`config.mk`:
```
export PLATFORM = sky130hd
export DESIGN_NAME = servo_ramp_ctrl_flat
export DESIGN_NICKNAME = d
export VERILOG_FILES = /design/src/rtl/servo_pkg.sv /design/src/rtl/servo_ramp_ctrl_if.sv /design/src/rtl/servo_frame_timer.sv /design/src/rtl/servo_ramp_ctrl.sv /design/src/flat_wrapper.sv
export SDC_FILE = /design/constraint.sdc
export NUM_CORES = 1
export LEC_CHECK = 0
export ABC_AREA = 0
export BUFFER_PORTS_ARGS = -buffer_cell sky130_fd_sc_hd__buf_2
export CORE_MARGIN = 10
export CORE_UTILIZATION = 60
export CTS_BUF_LIST = sky130_fd_sc_hd__clkbuf_4
export DETAILED_ROUTE_END_ITERATION = 10
export GPL_TIMING_DRIVEN = 0
export PLACE_DENSITY = 0.76
export SYNTH_ARGS = -nofsm -noshare
export SYNTH_HDL_FRONTEND = slang
export SYNTH_SLANG_ARGS = --single-unit
```
`constraint.sdc`:
```
create_clock -name clk -period 4.7 [get_ports clk]
set_input_delay 1.41 -clock clk [delete_from_list [all_inputs] [get_ports clk]]
set_output_delay 1.41 -clock clk [all_outputs]
set_load 0.01 [all_outputs]
```
`src/rtl/servo_pkg.sv`:
```
// Shared constants, FSM state type and angle clamp for the SG90 servo ramp controller.
package servo_pkg;

  localparam int unsigned CLK_PER_UNIT  = 5000;
  localparam int unsigned FRAME_UNITS   = 200;
  localparam logic [7:0]  ANG_MIN       = 8'd5;
  localparam logic [7:0]  ANG_MAX       = 8'd25;
  localparam logic [7:0]  ANG_RESET     = 8'd15;
  localparam int unsigned STEP          = 1;
  localparam int unsigned HOLD_FRAMES   = 2;
  localparam int unsigned SETTLE_FRAMES = 10;

  typedef enum logic [1:0] {
    IDLE,
    RAMP,
    SETTLE
  } servo_state_e;

  function automatic logic [7:0] clamp_angle(input logic [7:0] a,
                                             input logic [7:0] lo,
                                             input logic [7:0] hi);
    if (a < lo)      return lo;
    else if (a > hi) return hi;
    else             return a;
  endfunction

endpackage

```
`src/rtl/servo_ramp_ctrl_if.sv`:
```
// Target-angle command handshake between the host logic and the servo ramp controller.
interface servo_ramp_ctrl_if;

  logic       cmd_valid;
  logic       cmd_ready;
  logic [7:0] cmd_angle;

  modport master (output cmd_valid, output cmd_angle, input  cmd_ready);
  modport slave  (input  cmd_valid, input  cmd_angle, output cmd_ready);

endinterface

```
`src/rtl/servo_frame_timer.sv`:
```
// PWM frame timer: unit counter nested inside a frame counter; frame_tick marks frame start.
module servo_frame_timer #(
  parameter int unsigned CLK_PER_UNIT = servo_pkg::CLK_PER_UNIT,
  parameter int unsigned FRAME_UNITS  = servo_pkg::FRAME_UNITS
) (
  input  logic clk,
  input  logic rst_n,
  output logic frame_tick
);

  localparam int unsigned UW = (CLK_PER_UNIT > 1) ? $clog2(CLK_PER_UNIT) : 1;
  localparam int unsigned FW = (FRAME_UNITS > 1)  ? $clog2(FRAME_UNITS)  : 1;

  logic [UW-1:0] unit_q, unit_d;
  logic [FW-1:0] frame_q, frame_d;
  logic          tick_q, tick_d;

  // Tick is registered so it is high exactly while both counters sit at zero.
  always_comb begin
    unit_d  = unit_q + 1'b1;
    frame_d = frame_q;
    tick_d  = 1'b0;
    if (unit_q == UW'(CLK_PER_UNIT - 1)) begin
      unit_d = '0;
      if (frame_q == FW'(FRAME_UNITS - 1)) begin
        frame_d = '0;
        tick_d  = 1'b1;
      end else begin
        frame_d = frame_q + 1'b1;
      end
    end
  end

  always_ff @(posedge clk or negedge rst_n) begin
    if (!rst_n) begin
      unit_q  <= '0;
      frame_q <= '0;
      tick_q  <= 1'b0;
    end else begin
      unit_q  <= unit_d;
      frame_q <= frame_d;
      tick_q  <= tick_d;
    end
  end

  assign frame_tick = tick_q;

endmodule

```
`src/rtl/servo_ramp_ctrl.sv`:
```
// SG90 servo angle sequencer: accepts a clamped target and ramps angle_out at frame boundaries.
module servo_ramp_ctrl #(
  parameter int unsigned CLK_PER_UNIT  = servo_pkg::CLK_PER_UNIT,
  parameter int unsigned FRAME_UNITS   = servo_pkg::FRAME_UNITS,
  parameter logic [7:0]  ANG_MIN       = servo_pkg::ANG_MIN,
  parameter logic [7:0]  ANG_MAX       = servo_pkg::ANG_MAX,
  parameter logic [7:0]  ANG_RESET     = servo_pkg::ANG_RESET,
  parameter int unsigned STEP          = servo_pkg::STEP,
  parameter int unsigned HOLD_FRAMES   = servo_pkg::HOLD_FRAMES,
  parameter int unsigned SETTLE_FRAMES = servo_pkg::SETTLE_FRAMES
) (
  input  logic                    clk,
  input  logic                    rst_n,
  servo_ramp_ctrl_if.slave        cmd,
  input  logic                    abort,
  output logic [7:0]              angle_out,
  output logic                    frame_tick,
  output logic                    busy,
  output logic                    done,
  output logic                    clamped,
  output logic                    aborted
);

  import servo_pkg::servo_state_e;
  import servo_pkg::IDLE;
  import servo_pkg::RAMP;
  import servo_pkg::SETTLE;
  import servo_pkg::clamp_angle;

  localparam int unsigned HW    = $clog2(HOLD_FRAMES + 1);
  localparam int unsigned SW    = $clog2(SETTLE_FRAMES + 1);
  localparam logic [7:0]  STEP8 = 8'(STEP);

  servo_state_e  state_q, state_d;
  logic [7:0]    angle_q, angle_d;
  logic [7:0]    target_q, target_d;
  logic [HW-1:0] hold_q, hold_d;
  logic [SW-1:0] settle_q, settle_d;
  logic          done_q, done_d;
  logic          clamped_q, clamped_d;
  logic          aborted_q, aborted_d;

  logic          tick;
  logic          ready;
  logic [7:0]    cmd_clamped;
  logic [7:0]    next_angle;

  servo_frame_timer #(
    .CLK_PER_UNIT (CLK_PER_UNIT),
    .FRAME_UNITS  (FRAME_UNITS)
  ) u_frame_timer (
    .clk        (clk),
    .rst_n      (rst_n),
    .frame_tick (tick)
  );

  assign ready       = (state_q == IDLE) && !abort;
  assign cmd_clamped = clamp_angle(cmd.cmd_angle, ANG_MIN, ANG_MAX);

  // Compare before add/subtract so the final step lands exactly on target.
  always_comb begin
    next_angle = angle_q;
    if (target_q > angle_q) begin
      next_angle = ((target_q - angle_q) < STEP8) ? target_q : angle_q + STEP8;
    end else if (target_q < angle_q) begin
      next_angle = ((angle_q - target_q) < STEP8) ? target_q : angle_q - STEP8;
    end
  end

  always_comb begin
    state_d   = state_q;
    angle_d   = angle_q;
    target_d  = target_q;
    hold_d    = hold_q;
    settle_d  = settle_q;
    done_d    = 1'b0;
    clamped_d = 1'b0;
    aborted_d = 1'b0;
    unique case (state_q)
      IDLE: begin
        if (cmd.cmd_valid && ready) begin
          target_d  = cmd_clamped;
          clamped_d = (cmd_clamped != cmd.cmd_angle);
          hold_d    = '0;
          settle_d  = '0;
          state_d   = (cmd_clamped == angle_q) ? SETTLE : RAMP;
        end
      end
      RAMP: begin
        if (abort) begin
          aborted_d = 1'b1;
          state_d   = IDLE;
        end else if (tick) begin
          if (hold_q == HW'(HOLD_FRAMES - 1)) begin
            hold_d  = '0;
            angle_d = next_angle;
            if (next_angle == target_q) begin
              settle_d = '0;
              state_d  = SETTLE;
            end
          end else begin
            hold_d = hold_q + 1'b1;
          end
        end
      end
      SETTLE: begin
        if (abort) begin
          aborted_d = 1'b1;
          state_d   = IDLE;
        end else if (tick) begin
          if (settle_q == SW'(SETTLE_FRAMES - 1)) begin
            done_d  = 1'b1;
            state_d = IDLE;
          end else begin
            settle_d = settle_q + 1'b1;
          end
        end
      end
      default: state_d = IDLE;
    endcase
  end

  always_ff @(posedge clk or negedge rst_n) begin
    if (!rst_n) begin
      state_q   <= IDLE;
      angle_q   <= ANG_RESET;
      target_q  <= ANG_RESET;
      hold_q    <= '0;
      settle_q  <= '0;
      done_q    <= 1'b0;
      clamped_q <= 1'b0;
      aborted_q <= 1'b0;
    end else begin
      state_q   <= state_d;
      angle_q   <= angle_d;
      target_q  <= target_d;
      hold_q    <= hold_d;
      settle_q  <= settle_d;
      done_q    <= done_d;
      clamped_q <= clamped_d;
      aborted_q <= aborted_d;
    end
  end

  assign cmd.cmd_ready = ready;
  assign angle_out     = angle_q;
  assign frame_tick    = tick;
  assign busy          = (state_q == RAMP) || (state_q == SETTLE);
  assign done          = done_q;
  assign clamped       = clamped_q;
  assign aborted       = aborted_q;

endmodule

```
`src/flat_wrapper.sv`:
```
// flat-port wrapper written by rule: the top's interface ports become plain ports
module servo_ramp_ctrl_flat import servo_pkg::servo_state_e; import servo_pkg::IDLE; import servo_pkg::RAMP; import servo_pkg::SETTLE; import servo_pkg::clamp_angle;
#(
  parameter int unsigned CLK_PER_UNIT  = servo_pkg::CLK_PER_UNIT,
  parameter int unsigned FRAME_UNITS   = servo_pkg::FRAME_UNITS,
  parameter logic [7:0]  ANG_MIN       = servo_pkg::ANG_MIN,
  parameter logic [7:0]  ANG_MAX       = servo_pkg::ANG_MAX,
  parameter logic [7:0]  ANG_RESET     = servo_pkg::ANG_RESET,
  parameter int unsigned STEP          = servo_pkg::STEP,
  parameter int unsigned HOLD_FRAMES   = servo_pkg::HOLD_FRAMES,
  parameter int unsigned SETTLE_FRAMES = servo_pkg::SETTLE_FRAMES
)
  (clk, rst_n, abort, angle_out, frame_tick, busy, done, clamped, aborted, cmd_cmd_valid, cmd_cmd_angle, cmd_cmd_ready);
  servo_ramp_ctrl_if cmd_i ();
  input  logic clk;
  input  logic rst_n;
  input  logic abort;
  output logic [7:0] angle_out;
  output logic frame_tick;
  output logic busy;
  output logic done;
  output logic clamped;
  output logic aborted;
  input wire logic [$bits(cmd_i.cmd_valid)-1:0] cmd_cmd_valid;
  input wire logic [$bits(cmd_i.cmd_angle)-1:0] cmd_cmd_angle;
  output wire logic [$bits(cmd_i.cmd_ready)-1:0] cmd_cmd_ready;
  assign cmd_i.cmd_valid = cmd_cmd_valid;
  assign cmd_i.cmd_angle = cmd_cmd_angle;
  assign cmd_cmd_ready = cmd_i.cmd_ready;
  servo_ramp_ctrl #(.CLK_PER_UNIT(CLK_PER_UNIT), .FRAME_UNITS(FRAME_UNITS), .ANG_MIN(ANG_MIN), .ANG_MAX(ANG_MAX), .ANG_RESET(ANG_RESET), .STEP(STEP), .HOLD_FRAMES(HOLD_FRAMES), .SETTLE_FRAMES(SETTLE_FRAMES)) u_core (.clk(clk), .rst_n(rst_n), .cmd(cmd_i), .abort(abort), .angle_out(angle_out), .frame_tick(frame_tick), .busy(busy), .done(done), .clamped(clamped), .aborted(aborted));
endmodule
```
[After elaboration in Yosys (flattened, before gate mapping)]
Index checks and enable logic that the tools add are counted.
Word-level totals
  register bits after elaboration: 49
  bits of input ports: 12
  output and inout bits: 14
  word-level logic and storage cells: 103
Operators by class
  add/subtract/negate cells: 8
  magnitude comparators: 6
  eq/ne operators: 22
  multiplexer cells: 42
  bitwise gates (word level): 1
  reduce and logical (&&, ||, !) cells: 13
Operator list (count)
  two-way mux 8 bit: 7
  two-way mux 4 bit: 8
  two-way mux 2 bit: 13
  adder 8 x 1 -> 8 bit (second input constant): 2
  equality test 8 bit: 2
  less-than comparator 8 x 1 -> 1 bit (second input constant): 2
  subtractor 8 bit: 2
  adder 13 x 1 -> 13 bit (second input constant): 1
  equality test 13 bit (second input constant): 1
  two-way mux 13 bit: 1
  inequality test 2 bit (second input constant): 6
  case mux 4 bit (3 select lines): 1
  two-way mux 1 bit: 10
  inequality test 3 x 2 -> 1 bit (second input constant): 3
  AND reduction 9 bit: 1
  equality test 8 bit (second input constant): 1
  greater-than comparator 8 x 5 -> 1 bit (second input constant): 1
  greater-than comparator 8 bit: 1
  less-than comparator 8 x 3 -> 1 bit (second input constant): 1
  less-than comparator 8 bit: 1
  inequality test 8 bit: 1
  AND reduction 4 bit: 2
  subtractor 8 x 1 -> 8 bit (second input constant): 1
  inequality test 3 bit (second input constant): 2
  18 further kinds: 21

[Depth between registers and ports, before layout]
Gate-level depths: netlist of run 1.
  word-level depth: 11
  mapped depth: 15

[Modules after synthesis]
Synthesis of run 1 repeated with hierarchy kept, for this count alone.
Unflattened totals
  cells, all modules: 518
  area, all modules: 4274.1 µm²
Modules (own cells, without submodules)
  servo_ramp_ctrl: times used 1, cells each 421, area an instance 3231.8 µm², seq. area each 685.7 µm²
  servo_frame_timer: times used 1, cells each 97, area an instance 1042.2 µm², seq. area each 550.5 µm²

[Worst setup path before layout of run 1]
Ideal clock, no wire load.
  path type: register -> register
  start: reg u_core.angle_q[2] (netlist: u_core.angle_out[2])
  end: reg u_core.settle_q[2]
  setup time: 0.136 ns
  data arrival time: 3.532 ns
  required time: 4.564 ns
  slack: 1.031 ns
  stages on the path, launching flop included: 16
  buffers on the path: 4
  period minus slack after synthesis: 3.669 ns
  cells stage by stage: dfstp_2 buf_2 inv_1 ha_1 buf_2 nor2_1 a211oi_1 a2111oi_2 nor2_1 or3_1 clkbuf_1 o22ai_2 or4b_1 buf_2 o41ai_2 o31ai_1
Between the ends
  longest elaborated chain between the ends: 8
  elaborated cells between the ends (all ways): 15
  those cells by class: add/sub (4); order compare (4); eq/ne (2); mux (4); reduce/logical (1)
Ends and longest elaborated chain
  from (decl): line servo_ramp_ctrl.sv:35  | logic [7:0] angle_q, angle_d;
  from (signal assigned): line servo_ramp_ctrl.sv:135  | angle_q <= angle_d;
  subtractor 8 bit: line servo_ramp_ctrl.sv:66  | next_angle = ((angle_q - target_q) < STEP8) ? target_q : angle_q - STEP8;
  less-than comparator 8 x 1 -> 1 bit: line servo_ramp_ctrl.sv:66
  two-way mux 8 bit: line servo_ramp_ctrl.sv:66
  two-way mux 8 bit: line servo_ramp_ctrl.sv:65  | end else if (target_q < angle_q) begin
  two-way mux 8 bit (*): line servo_ramp_ctrl.sv:63  | if (target_q > angle_q) begin
  equality test 8 bit (*): line servo_ramp_ctrl.sv:97  | if (next_angle == target_q) begin
  inequality test 2 x 1 -> 1 bit (no source line) (*)
  AND reduction 9 bit (no source line) (*)
  to (signal assigned): line servo_ramp_ctrl.sv:138  | settle_q <= settle_d;
  to (decl): line servo_ramp_ctrl.sv:38  | logic [SW-1:0] settle_q, settle_d;
Every way passes the cells marked *; elsewhere a longest branch is shown, timed or not.
A chain may end at the register's enable or synchronous reset.

[Final worst setup path of run 1]
  start: reg u_core.angle_q[3] (netlist: u_core.angle_out[3])
  end: reg u_core.state_q[0]
Between the ends
  longest elaborated chain between the ends: 8
  elaborated cells between the ends (all ways): 19
  those cells by class: add/sub (4); order compare (4); eq/ne (3); mux (7); reduce/logical (1)
Ends and longest elaborated chain
  subtractor 8 bit: line servo_ramp_ctrl.sv:66
  less-than comparator 8 x 1 -> 1 bit: line servo_ramp_ctrl.sv:66
  two-way mux 8 bit: line servo_ramp_ctrl.sv:66
  two-way mux 8 bit: line servo_ramp_ctrl.sv:65
  two-way mux 8 bit: line servo_ramp_ctrl.sv:63
  equality test 8 bit: line servo_ramp_ctrl.sv:97
  inequality test 3 x 2 -> 1 bit (no source line)
  AND reduction 6 bit (no source line)
  to (signal assigned): line servo_ramp_ctrl.sv:134  | state_q <= state_d;
  to (decl): line servo_ramp_ctrl.sv:34  | servo_state_e state_q, state_d;
Several ways; a longest one is shown, not always the timed one. The select of a mux whose other input is x is not followed.

==> results of run 1 <==
-- critical path, cell delays in order, from the launching register on --
cell      delay, ns
dfstp_2        0.61
clkbuf_1       0.28
inv_1          0.18
ha_1           0.49
nand2_2        0.20
a211o_1        0.30
a31oi_1        0.18
xor2_1         0.11
nor3_1         0.62
a21oi_1        0.20
or4b_1         0.50
buf_2          0.20
o31ai_2        0.29
mux2i_1        0.24
-- where the power goes --
part           internal, W  leakage [nW]  switching [W]
registers         0.000453         0.631      0.0000440
logic             0.000227          1.29       0.000407
clock network    0.0000646        0.0366       0.000159
total             0.000744          1.96       0.000610
-- final cells by class --
type / count / area [sq um]
Fill cell: 655 / 2490
Inverter: 26 / 97.6
Sequential cell: 49 / 1240
Clock buffer: 5 / 37.5
Buffer: 29 / 124
Tap cell: 99 / 124
Multi-Input combinational cell: 427 / 2920
Timing Repair Buffer: 24 / 120
Clock inverter: 3 / 26.3
-- worst paths after layout --
kind                                                            end  slack (ns)  cells after the start
hold / removal             u_core.u_frame_timer.unit_q[0]$_DFF_PN0_        0.50                      1
min in group asynchronous           u_core.angle_out[7]$_DFFE_PN0P_        1.18                      1
hold reg to reg            u_core.u_frame_timer.unit_q[0]$_DFF_PN0_        0.50                      1
setup / recovery                      u_core.state_q[0]$_DFFE_PN0P_        0.24                     13
setup reg to reg                      u_core.state_q[0]$_DFFE_PN0P_        0.24                     13
max in group asynchronous                  u_core.clamped$_DFF_PN0_        2.82                      1
-- cells in the mapped netlist, drive strengths merged, types with 3 or more instances --
library cell	n
a211oi	5
a21boi	3
a21o	3
a21oi	30
a221oi	3
a22oi	4
a31oi	11
and2	6
and3	10
buf	11
clkbuf	18
dfrtp	41
dfstp	8
ha	25
inv	26
mux2	9
mux2i	9
nand2	47
nand2b	11
nand3	18
nand3b	3
nand4	9
nor2	48
nor2b	11
nor3	15
nor3b	3
nor4	7
nor4b	3
o2111ai	3
o211ai	8
o21ai	29
o221ai	4
o22ai	3
o31a	4
o31ai	4
o32ai	4
o41ai	3
or3	10
xnor2	24
xor2	11
-- cell families after synthesis --
group | Yosys count | synth area share
AND/OR/NAND/NOR | 209 | 0.251
AO/OA/AOI/OAI | 139 | 0.223
buffers and inverters | 55 | 0.0508
flip-flops | 49 | 0.283
XOR/XNOR | 35 | 0.0720
adder cells (fa/ha/maj) | 26 | 0.0763
multiplexers | 18 | 0.0439
-- metrics by stage --
step	power [W]	utilization	cell area (sq um)	worst slack, ns
after floorplan	0.000946	-	4360	1.03
after global placement	0.00109	0.642	4610	0.446
after detailed placement	0.00112	0.642	4610	0.373
after CTS	0.00134	0.651	4670	0.347
after global routing	0.00144	0.653	4680	0.0330
final	0.00135	0.653	4680	0.240
-- sequential cells by signal (all words and copies together) (netlist names), 2 cells and up --
name,flops
u_core.u_frame_timer.frame_q,8
u_core.state_q,2
u_core.angle_out,8
u_core.u_frame_timer.unit_q,13
u_core.settle_q,4
u_core.hold_q,2
u_core.target_q,8
-- timing repair --
action	4_1_cts	5_1_grt
setup endpoints to repair	0	6
gates resized for setup	0	2
hold endpoints to repair	0	0
hold buffers	0	0
-- per-layer routing --
metal  vias up  track usage
met4         0       0.0686
met5         -            0
met3        34       0.0378
met1      1995        0.281
li1       1999            -
met2       171        0.336
==> results_dict.tcl, run 1 <==
set metrics [dict create \
    outcome "finished clean" \
    worstPathRequired_ns 5.02 \
    wl_met3_um 935 \
    wl_met1_um 5200 \
    max-clock-path-buffers 2 \
    start_util 0.608 \
    end_kind "register" \
    seq_area_frac_synth 0.283 \
    crit_path_start "u_core.angle_out[3]$_DFFE_PN1P_" \
    vias_per_cell 6.34 \
    final_common_cell "nor2_1" \
    finalMaxSlewViolations 0 \
    finalNonFillerCells 662 \
    synth_warnings 0 \
    drt-total-wl_um 11900 \
    hold_path.class "reg2reg" \
    drt-pass1-iter-count 5 \
    relSlewSlack 0.277 \
    grt_max_degree 50 \
    cts_tree "built" \
    cts.sinks 49 \
    start_kind "register" \
    wl_met2_um 5450 \
    fin_hold_ws_ns 0.496 \
    cts_buffers 5 \
    nNetsFinal 600 \
    vias 4199 \
    place_hpwl_um 8980 \
    period_share 0.949 \
    drive_gt1_frac 0.135 \
    synth_cell_types 71 \
    rr_startpoint "u_core.angle_out[3]$_DFFE_PN1P_" \
    grtUsageTotal 0.211 \
    synth_top_area_frac 0.235 \
    netlist_area_sq_um 4360 \
    htreeDepth 2 \
    setup_viol 0 \
    avgSynthCellArea_sq_um 8.22 \
    powerDensity_nw_per_um2 289 \
    die-area_sq_um 11100 \
    antennaDiodeCount 0 \
    synthArstFlopShare 1.00 \
    die-height_um 105 \
    area_delta_synth_final_pct 7.34 \
    row_count 31 \
    synth_seq_cells 49 \
    final_hold_viol_count 0 \
    p_leak_nw 1.96 \
    drt_iter0_drc 438 \
    fin_setup_tns_ns 0 \
    dp_cells 654 \
    hold_path_startpoint "u_core.u_frame_timer.unit_q[0]$_DFF_PN0_" \
    grt_pass1_vias 4049 \
    ant_nets 0 \
    synthTopCellsByArea "dfrtp_1, ha_1, dfstp_2" \
    die_w_um 105 \
    mostFrequentLayoutCells "nor2_1, nand2_1, dfrtp_1, buf_2, a21oi_1" \
    drc 0 \
    place_congestion 1.00 \
    fin_crit_ns 4.46 \
    synth-edff-count 0 \
    path_max_fanout 8 \
    post_cts_buffers 0 \
    antenna_found_initial 0 \
    io_buffers 24 \
    synth_fp_nets 569 \
    clkTransAtPathRegs_ns 0.17 \
    grt_first_pass_wirelength_um 19800 \
    netlist_instances 531 \
    path_class "reg2reg" \
    cap_violations 0 \
    clock_latency_ns 0.39 \
    rsz0062_at_grt "no" \
    cts-root-buf "clkbuf_4" \
    synthFlopType "dfrtp_1" \
    core_area_sq_um 7180 \
    synth.largest_area_cell "dfrtp_1" \
    grt_overflow_total 0 \
    clock_skew_ns 0.0181 \
    highest_layer "met4" \
    critPathArrivalTime_ns 4.78 \
    max-vdd-ir-drop_mv 0.199 \
    wire_per_inst_um 17.9 \
    fmax_mhz 224 \
    io_pins 26 \
    worst_pin_slew_ns 1.08 \
]
No activity file was read; power rests on OpenSTA's default activity.
==> run 2: changes to the inputs <==
Settings changed: CORE_MARGIN 10 to 2, PLACE_DENSITY 0.76 to 0.81.
==> run 2 against run 1 <==
  * Clock power barely moved
  * Largest power group unchanged
  * Flip-flop and latch count did not move
  * Highest routed layer unchanged
  * Non-clock buffer count did not move
==> results_dict.tcl, run 2 (same netlist as run 1, synthesis figures left out) <==
set metrics [dict create \
    rsz0062_at_grt "no" \
    dp_cells 654 \
    power.total_w 0.00135 \
    post_cts_buffers 0 \
    nNetsFinal 600 \
    cts-root-buf "clkbuf_4" \
    final_hold_viol_count 0 \
    start_util 0.611 \
    grt_pass1_vias 3928 \
    place_hpwl_um 8770 \
    r2r-end "u_core.settle_q[2]$_DFFE_PN0P_" \
    drt-pass1-iter-count 5 \
    placed_area_sq_um 4610 \
    cts.sinks 49 \
    start_kind "register" \
    cts_buffers 5 \
    drt_iter0_drc 478 \
    grt_first_pass_wirelength_um 19600 \
    antenna_found_initial 0 \
    crit_path_start "u_core.angle_out[0]$_DFFE_PN1P_" \
    row_count 31 \
    drive_gt1_frac 0.135 \
    die_w_um 89.3 \
    top_register "u_core.u_frame_timer.unit_q" \
    place_ws_ns 0.425 \
    die-area_sq_um 7970 \
    io_pins 26 \
    antennaDiodeCount 0 \
    powerDensity_nw_per_um2 289 \
    cts_hold_repair.buffers 0 \
    fin_area_sq_um 4680 \
    max-vdd-ir-drop_mv 0.176 \
    period_share 0.912 \
    holdPathStages 1 \
    area_delta_synth_final_pct 7.37 \
    finalMaxSlewViolations 0 \
    end_kind "register" \
    core_area_sq_um 7140 \
    die-height_um 89.3 \
    p_leak_nw 1.96 \
    cts_tree "built" \
    htreeDepth 2 \
    clock_skew_ns 0.00864 \
    io_buffers 24 \
    fin_setup_tns_ns 0 \
    clkTransAtPathRegs_ns 0.17 \
    wire_per_inst_um 17.8 \
    finalNonFillerCells 662 \
    path_max_fanout 10 \
    outcome "finished clean" \
    rr_startpoint "u_core.angle_out[0]$_DFFE_PN1P_" \
    vias_per_cell 6.43 \
    largest_reg_flops 13 \
    mostFrequentLayoutCells "nor2_1, nand2_1, dfrtp_1, buf_2, a21oi_1" \
    cts-resized-gates 0 \
    max-clock-path-buffers 2 \
    clock_latency_ns 0.38 \
    ant_nets 0 \
    rr_worst_depth 13 \
    grtUsageTotal 0.313 \
    drt-total-wl_um 11800 \
    rrSetupSlack_ns 0.41 \
    vias 4257 \
    fin_ws_ns 0.415 \
    worst_pin_slew_ns 1.11 \
    place_congestion 0.952 \
    cp-endpoint "u_core.settle_q[2]$_DFFE_PN0P_" \
    setup_viol 0 \
    grt_overflow_total 0 \
    fin_crit_ns 4.29 \
    critPathArrivalTime_ns 4.56 \
    fmax_mhz 233 \
    cap_violations 0 \
    final_common_cell "nor2_1" \
    path_class "reg2reg" \
    hold_path.class "reg2reg" \
    drc 0 \
    worstPathRequired_ns 4.98 \
    grt_max_degree 50 \
    relSlewSlack 0.260 \
]
## run 2: cell count changes in the layout (fill, tap and decap cells not counted)
cell	change
nor3_1	-1
clkinv_4	+1
o2bb2ai_2	-1
inv_8	+1
nor3_2	+1
o2bb2ai_1	+1
inv_6	-2
## run 2: metal layers
layer | vias up | global-route usage | part of all wire
met4 | 0 | 0.0923 | 0.019
met5 | - | 0 | 0
li1 | 1997 | - | -
met3 | 27 | 0.0489 | 0.080
met1 | 2013 | 0.442 | 0.43
met2 | 220 | 0.499 | 0.47
## run 2: worst min-delay path by stage
stage / from / endpoint / slack (ns)
after floorplan: u_core.u_frame_timer.unit_q[0]$_DFF_PN0_ / u_core.u_frame_timer.unit_q[0]$_DFF_PN0_ / 0.46
after global placement: u_core.u_frame_timer.unit_q[11]$_DFF_PN0_ / u_core.u_frame_timer.unit_q[11]$_DFF_PN0_ / 0.48
after detailed placement: u_core.u_frame_timer.frame_q[2]$_DFFE_PN0N_ / u_core.u_frame_timer.frame_q[2]$_DFFE_PN0N_ / 0.48
after CTS: u_core.u_frame_timer.frame_q[2]$_DFFE_PN0N_ / u_core.u_frame_timer.frame_q[2]$_DFFE_PN0N_ / 0.51
after global routing: u_core.u_frame_timer.unit_q[0]$_DFF_PN0_ / u_core.u_frame_timer.unit_q[0]$_DFF_PN0_ / 0.53
final: u_core.u_frame_timer.frame_q[2]$_DFFE_PN0N_ / u_core.u_frame_timer.frame_q[2]$_DFFE_PN0N_ / 0.50
## run 2: area by class of cell
class	instances	area [sq um]
clock inverter	3	28.8
buffer	29	124
inverter	26	97.6
tap	99	124
fill	670	2450
timing repair buffer	24	120
sequential	49	1240
multi-input combinational	427	2920
clock buffer	5	37.5
## run 2: power by group
| part | switching, W | leakage, nW | total, W | internal [W] |
|---|---|---|---|---|
| combinational | 0.000407 | 1.29 | 0.000633 | 0.000225 |
| clock | 0.000160 | 0.0377 | 0.000226 | 0.0000655 |
| sequential | 0.0000422 | 0.631 | 0.000495 | 0.000453 |
## run 2: through the flow
stage / util / hold WS, ns
floorplan: - / 0.455
global placement: 0.646 / 0.476
detailed placement: 0.646 / 0.481
CTS: 0.655 / 0.505
global route: 0.656 / 0.526
finish: 0.656 / 0.503
## run 2: critical path: stages (launching register included)
cell and delay (ns):
dfstp_2 0.64, clkbuf_1 0.43, inv_1 0.16, ha_1 0.36, nand4_1 0.20, nor3_4 0.40, buf_2 0.34, nor2_1 0.11
nor4_1 0.22, a211oi_1 0.13, or4b_1 0.54, buf_2 0.19, o41ai_2 0.33, o31ai_1 0.11
